**src/rtl/chacha20_xor_stream.sv**
```systemverilog
`default_nettype none
// ============================================================================
// Module      : chacha20_xor_stream
// Description : ChaCha20 keystream consumer. Fetches 512-bit keystream blocks
//               from the generator and XORs their sixteen 32-bit words, in
//               order, into a valid/ready data stream. The block counter
//               advances per block and saturates at 0xFFFFFFFF.
// Build option: CHACHA_PREFETCH_EN - adds a shadow block buffer so the next
//               block is fetched while the current one streams.
// Revision    : 1.0 - initial release
// ============================================================================
module chacha20_xor_stream (
  input  logic         clk_i,
  input  logic         reset_i,
  input  logic         init_i,
  input  logic [31:0]  init_counter_i,
  output logic         ks_start_o,
  output logic [31:0]  ks_counter_o,
  input  logic [511:0] ks_block_i,
  input  logic         ks_done_i,
  input  logic         in_valid_i,
  output logic         in_ready_o,
  input  logic [31:0]  in_data_i,
  output logic         out_valid_o,
  input  logic         out_ready_i,
  output logic [31:0]  out_data_o,
  output logic         busy_o,
  output logic         ctr_exhausted_o
);

  localparam logic [31:0] CTR_MAX = 32'hFFFF_FFFF;

  typedef enum logic [2:0] {
    S_IDLE   = 3'd0,
    S_REQ    = 3'd1,
    S_WAIT   = 3'd2,
    S_STREAM = 3'd3,
    S_HALT   = 3'd4
  } state_e;

  state_e         state_q, state_d;
  logic [31:0]    ctr_q, ctr_d;
  logic [511:0]   buf_q, buf_d;
  logic [3:0]     idx_q, idx_d;
  logic           ov_q, ov_d;
  logic [31:0]    od_q, od_d;
  logic           exh_q, exh_d;

  logic [31:0]    w_word;
  logic           w_in_ready;
  logic           w_acc;
  logic           w_last;
  logic           w_max;

`ifdef CHACHA_PREFETCH_EN
  logic [511:0]   sh_q, sh_d;       // shadow (next) block
  logic           shv_q, shv_d;     // shadow holds a valid block
  logic           pfo_q, pfo_d;     // prefetch request outstanding
  logic           pfs_q, pfs_d;     // prefetch start pulse
  logic           dfr_q, dfr_d;     // init deferred until prefetch returns
  logic [31:0]    dctr_q, dctr_d;   // counter carried by the deferred init
  logic [31:0]    kc_q, kc_d;       // counter of the request in flight
  logic           w_sh_rdy;
  logic [511:0]   w_sh_blk;

  // A block arriving in the same cycle as word 15 is promoted directly
  assign w_sh_rdy     = shv_q || (pfo_q && ks_done_i);
  assign w_sh_blk     = shv_q ? sh_q : ks_block_i;
  assign ks_start_o   = (state_q == S_REQ) || pfs_q;
  assign ks_counter_o = (state_q == S_REQ) ? ctr_q : kc_q;
`else
  assign ks_start_o   = (state_q == S_REQ);
  assign ks_counter_o = ctr_q;
`endif

  assign w_word          = buf_q[{idx_q, 5'd0} +: 32];
  // init in STREAM discards the block, so no word is taken that cycle
  assign w_in_ready      = (state_q == S_STREAM) && !init_i && (!ov_q || out_ready_i);
  assign w_acc           = w_in_ready && in_valid_i;
  assign w_last          = w_acc && (idx_q == 4'd15);
  assign w_max           = (ctr_q == CTR_MAX);
  assign in_ready_o      = w_in_ready;
  assign out_valid_o     = ov_q;
  assign out_data_o      = od_q;
  assign busy_o          = (state_q != S_IDLE);
  assign ctr_exhausted_o = exh_q;

  // Next-state, datapath and block-sequencing decisions
  always_comb begin
    state_d = state_q;
    ctr_d   = ctr_q;
    buf_d   = buf_q;
    idx_d   = idx_q;
    exh_d   = exh_q;
    od_d    = od_q;
    ov_d    = ov_q && !out_ready_i;
`ifdef CHACHA_PREFETCH_EN
    sh_d    = sh_q;
    shv_d   = shv_q;
    pfo_d   = pfo_q;
    pfs_d   = 1'b0;
    dfr_d   = dfr_q;
    dctr_d  = dctr_q;
    kc_d    = kc_q;
`endif
    if (w_acc) begin
      ov_d  = 1'b1;
      od_d  = in_data_i ^ w_word;
      idx_d = idx_q + 4'd1;
    end
    case (state_q)
      S_IDLE: begin
        if (init_i) begin
          ctr_d   = init_counter_i;
          state_d = S_REQ;
        end
      end
      S_REQ: begin
        state_d = S_WAIT;
`ifdef CHACHA_PREFETCH_EN
        kc_d    = ctr_q;
`endif
      end
      S_WAIT: begin
        if (ks_done_i) begin
`ifdef CHACHA_PREFETCH_EN
          pfo_d = 1'b0;
          if (dfr_q) begin
            dfr_d   = 1'b0;
            ctr_d   = dctr_q;
            state_d = S_REQ;
          end else begin
            buf_d   = ks_block_i;
            idx_d   = 4'd0;
            state_d = S_STREAM;
            if (!w_max) begin
              pfs_d = 1'b1;
              pfo_d = 1'b1;
              kc_d  = ctr_q + 32'd1;
            end
          end
`else
          buf_d   = ks_block_i;
          idx_d   = 4'd0;
          state_d = S_STREAM;
`endif
        end
      end
      S_STREAM: begin
        if (init_i) begin
`ifdef CHACHA_PREFETCH_EN
          shv_d = 1'b0;
          if (pfo_q && !ks_done_i) begin
            dfr_d   = 1'b1;
            dctr_d  = init_counter_i;
            state_d = S_WAIT;
          end else begin
            pfo_d   = 1'b0;
            ctr_d   = init_counter_i;
            state_d = S_REQ;
          end
`else
          ctr_d   = init_counter_i;
          state_d = S_REQ;
`endif
        end else if (w_last) begin
          if (w_max) begin
            exh_d   = 1'b1;
            state_d = S_HALT;
          end else begin
            ctr_d = ctr_q + 32'd1;
`ifdef CHACHA_PREFETCH_EN
            if (w_sh_rdy) begin
              buf_d = w_sh_blk;
              shv_d = 1'b0;
              pfo_d = 1'b0;
              if ((ctr_q + 32'd1) != CTR_MAX) begin
                pfs_d = 1'b1;
                pfo_d = 1'b1;
                kc_d  = ctr_q + 32'd2;
              end
            end else if (pfo_q) begin
              state_d = S_WAIT;
            end else begin
              state_d = S_REQ;
            end
`else
            state_d = S_REQ;
`endif
          end
        end
`ifdef CHACHA_PREFETCH_EN
        else if (pfo_q && ks_done_i) begin
          sh_d  = ks_block_i;
          shv_d = 1'b1;
          pfo_d = 1'b0;
        end
`endif
      end
      S_HALT: begin
        if (init_i) begin
          ctr_d   = init_counter_i;
          exh_d   = 1'b0;
          state_d = S_REQ;
        end
      end
      default: state_d = S_IDLE;
    endcase
  end

  // Core state, active block and output register
  always_ff @(posedge clk_i or posedge reset_i) begin
    if (reset_i) begin
      state_q <= S_IDLE;
      ctr_q   <= 32'd0;
      buf_q   <= 512'd0;
      idx_q   <= 4'd0;
      ov_q    <= 1'b0;
      od_q    <= 32'd0;
      exh_q   <= 1'b0;
    end else begin
      state_q <= state_d;
      ctr_q   <= ctr_d;
      buf_q   <= buf_d;
      idx_q   <= idx_d;
      ov_q    <= ov_d;
      od_q    <= od_d;
      exh_q   <= exh_d;
    end
  end

`ifdef CHACHA_PREFETCH_EN
  // Shadow buffer and prefetch bookkeeping
  always_ff @(posedge clk_i or posedge reset_i) begin
    if (reset_i) begin
      sh_q   <= 512'd0;
      shv_q  <= 1'b0;
      pfo_q  <= 1'b0;
      pfs_q  <= 1'b0;
      dfr_q  <= 1'b0;
      dctr_q <= 32'd0;
      kc_q   <= 32'd0;
    end else begin
      sh_q   <= sh_d;
      shv_q  <= shv_d;
      pfo_q  <= pfo_d;
      pfs_q  <= pfs_d;
      dfr_q  <= dfr_d;
      dctr_q <= dctr_d;
      kc_q   <= kc_d;
    end
  end
`endif

endmodule
`default_nettype wire

```
**config.mk**
```make
export PLATFORM = sky130hd
export DESIGN_NAME = chacha20_xor_stream
export DESIGN_NICKNAME = d
export VERILOG_FILES = /design/src/rtl/chacha20_xor_stream.sv
export SDC_FILE = /design/constraint.sdc
export NUM_CORES = 2
export LEC_CHECK = 0
export CAP_MARGIN = 25
export CORE_MARGIN = 10
export CORE_UTILIZATION = 40
export CTS_CLUSTER_DIAMETER = 200
export DETAILED_ROUTE_END_ITERATION = 12
export PLACE_DENSITY = 0.69
export SLEW_MARGIN = 20
export SYNTH_ARGS = -nofsm -noshare
export SYNTH_HDL_FRONTEND = slang
export SYNTH_SLANG_ARGS = --single-unit
```
**constraint.sdc**
```tcl
create_clock -name clk_i -period 21.5 [get_ports clk_i]
set_clock_uncertainty 0.1 [all_clocks]
set_input_delay 6.45 -clock clk_i [delete_from_list [all_inputs] [get_ports clk_i]]
set_output_delay 6.45 -clock clk_i [all_outputs]
set_load 0.02 [all_outputs]
```
==> out/metrics.cfg <==
[run_status]
status=complete, no violations

[place]
place_congestion=0.869
place_hpwl_mm=60.0
port_buffers=650
placed_area_mm2=0.0338

[setup_path]
critical-path-top-delay-family=buffers and inverters
worstSetupPathType=in2out
worstPathRequired_ps=14950
start_kind=primary input
crit_buf_inv=2
critical_path_arrival_ps=7980
cp-end-kind=output pin
cpMostUsedCell=clkdlybuf4s50_1
cpMaxStageDelayCell=clkdlybuf4s50_1
crit_path_cell_trace=clkdlybuf4s50_1, nor3_1, clkdlybuf4s50_1
path_max_fanout=8
worst_path_largest_cell_delay_ps=630

[die]
std_cell_rows=94
die_w_um=278
start_util_pct=40.4
io-pin-count=651
die-area_mm2=0.0772
core_area_mm2=0.0659
dieHeight_um=278

[logic_synthesis]
netlist_area_mm2=0.0266
ys.flop_type=dfrtp_1
synth_compound_area_share_pct=3.11
ys_ff_latch=585
synth_top_family_by_area=multiplexers
syn_nets=2307
synth_fa_ha_area_share_pct=0.0941
synthArstFlopShare_pct=100
synth-edff-count=0
synth_cells=1723
synth_simple_gate_area_share_pct=2.87
synth_xor_area_share_pct=1.15
synth.mux.area_fraction_pct=35.3
syn_avg_cell_area_um2=15.4
yosysWarnings=0
ys_types=49
seq_area_frac_synth_pct=55.1

[pwr]
internal_power_w=0.00355
p_switching_w=0.00156
power_frac_comb_pct=38.0
powerDensity_mw_per_mm2=141
ir_drop_v=0.0000700
swShare_pct=30.5
p_leak_nw=14.2
power_frac_seq_pct=39.5
clkPwrFrac_pct=22.5

[run]
max-cap-violations=0

[cells_and_area]
nets=2930
final_cell_mix=clkdlybuf4s50_1 (650), dfrtp_1 (581), mux2_2 (512), mux4_2 (160), a21oi_1 (84)
fin_util_pct=54.9
final_cell_area_mm2=0.0362
syn_to_final_growth_pct=36.0
final_common_cell=clkdlybuf4s50_1
drive_gt1_share_pct=34.2

[sta]
final.min_clock_period_ps=14530
worst_pin_slew_ps=1020
fmax_mhz=68.8
rsz0062_at_grt=false
setup_viol=0
timing_hold_violations_final=0
drv_slew=0
post-route-period-util_pct=67.6
tns_ps=0
max_slew_margin_pct=31.7

[clocking]
cts_setup_buffers=0
cts_tree=yes
cts_sinks=585
numCtsBuffers=68
root_buffer=clkbuf_16
holdBufCountCts=0
clock_latency_ps=590
cts_resized=0
htreeDepth=3
clkSlewWorstSetupHoldPaths_ps=60
ctsLongestPathBuffers=3

[min_path]
hp-class=reg2reg

[route]
antenna_left=0
viasPerCell=5.37
drt-total-wl_mm=82.3
num_vias=17600
wl_per_cell_um=25.1
drc=0
drt_pre_antenna_iters=7
drt_first_iter_violations=1394

[grt]
overflow=0
grt_pass1_wl_mm=124
grt_pass1_vias=19600
grt_max_degree=176
grt_use_total_pct=20.8
antenna_found_initial=47

-- final timing paths --
check,startpoint,to,slack [ps],cells after the start
setup reg to reg,state_q[0],buf_q[351],17010,7
hold reg to reg,buf_q[85],buf_q[85],400,1
max in group asynchronous,reset_i,buf_q[338],11850,6
hold / removal,buf_q[85],buf_q[85],400,1
setup / recovery,init_i,in_ready_o,6970,3
min in group asynchronous,reset_i,buf_q[385],6150,2
-- cells by family (layout without fill, tap and decap cells) --
group,after synthesis,count (layout)
buf+inv,126,798
xor+xnor,35,35
simple gates,153,153
mux,674,674
fa+ha+maj,2,2
flops,585,585
compound gates,148,148
other cells,0,23
-- synthesized netlist by cell type (5+ instances only) --
cell      count  area share, %
o21ai_0      29           0.55
mux2_2      512             22
a21oi_1      84            1.6
nand2_1      48           0.68
mux4_2      160             14
dfrtp_1     585             55
buf_6         6           0.25
xnor2_1      33            1.1
inv_1         5          0.071
buf_2        70            1.3
buf_4         9           0.25
or3_1         5           0.12
nand3_1      22           0.41
nor2_1       43           0.61
o22ai_1      14           0.33
clkbuf_1     32           0.45
nand4_1       9           0.21
-- cell type report --
| type | count | area (µm²) |
|---|---|---|
| antenna | 23 | 57.6 |
| sequential | 585 | 14700 |
| multi-input combinational | 1012 | 11300 |
| fill | 5304 | 29700 |
| tap | 864 | 1080 |
| clock inverter | 17 | 181 |
| timing repair buffer | 674 | 6780 |
| clock buffer | 102 | 2050 |
| inverter | 5 | 22.5 |
-- metal layers --
metal / GRT usage [%] / up-vias / wire length, µm
li1: - / 7720 / -
met1: 24.2 / 9062 / 31300
met2: 35.3 / 638 / 41500
met3: 7.51 / 164 / 7080
met4: 6.86 / 52 / 1990
met5: 0 / - / 359
-- through the flow --
stage	hold WS, ps	worst slack [ps]	std cells	power [W]
2_1_floorplan	375	6980	1723	0.00337
3_3_place_gp	383	6920	3136	0.00390
3_5_place_dp	390	6990	3137	0.00399
4_1_cts	403	6990	3256	0.00516
5_1_grt	410	6960	3277	0.00541
6_report	400	6970	3282	0.00511
-- registers in the layout, indices dropped and copies added (netlist names) --
register and flops:
out_valid_o 1, ks_counter_o 32, ctr_exhausted_o 1, buf_q 512
out_data_o 32, idx_q 4, state_q 3
-- power by group through the flow --
stage | Clock, W | Combinational, W | Sequential, W
3_3_place_gp | 0 | 0.00189 | 0.00201
3_5_place_dp | 0 | 0.00194 | 0.00205
5_1_grt | 0.00123 | 0.00209 | 0.00209
4_1_cts | 0.00118 | 0.00194 | 0.00203
6_report | 0.00115 | 0.00194 | 0.00202
2_1_floorplan | 0 | 0.00142 | 0.00196
-- worst register-to-register path, delay by kind of cell, from the launching register on --
family / cells / cell delay [ps]
buffers and inverters: 5 / 2600
and+or+nand+nor: 1 / 680
DFF: 1 / 500
muxes: 1 / 490
Power figures use the tool's default switching activity.
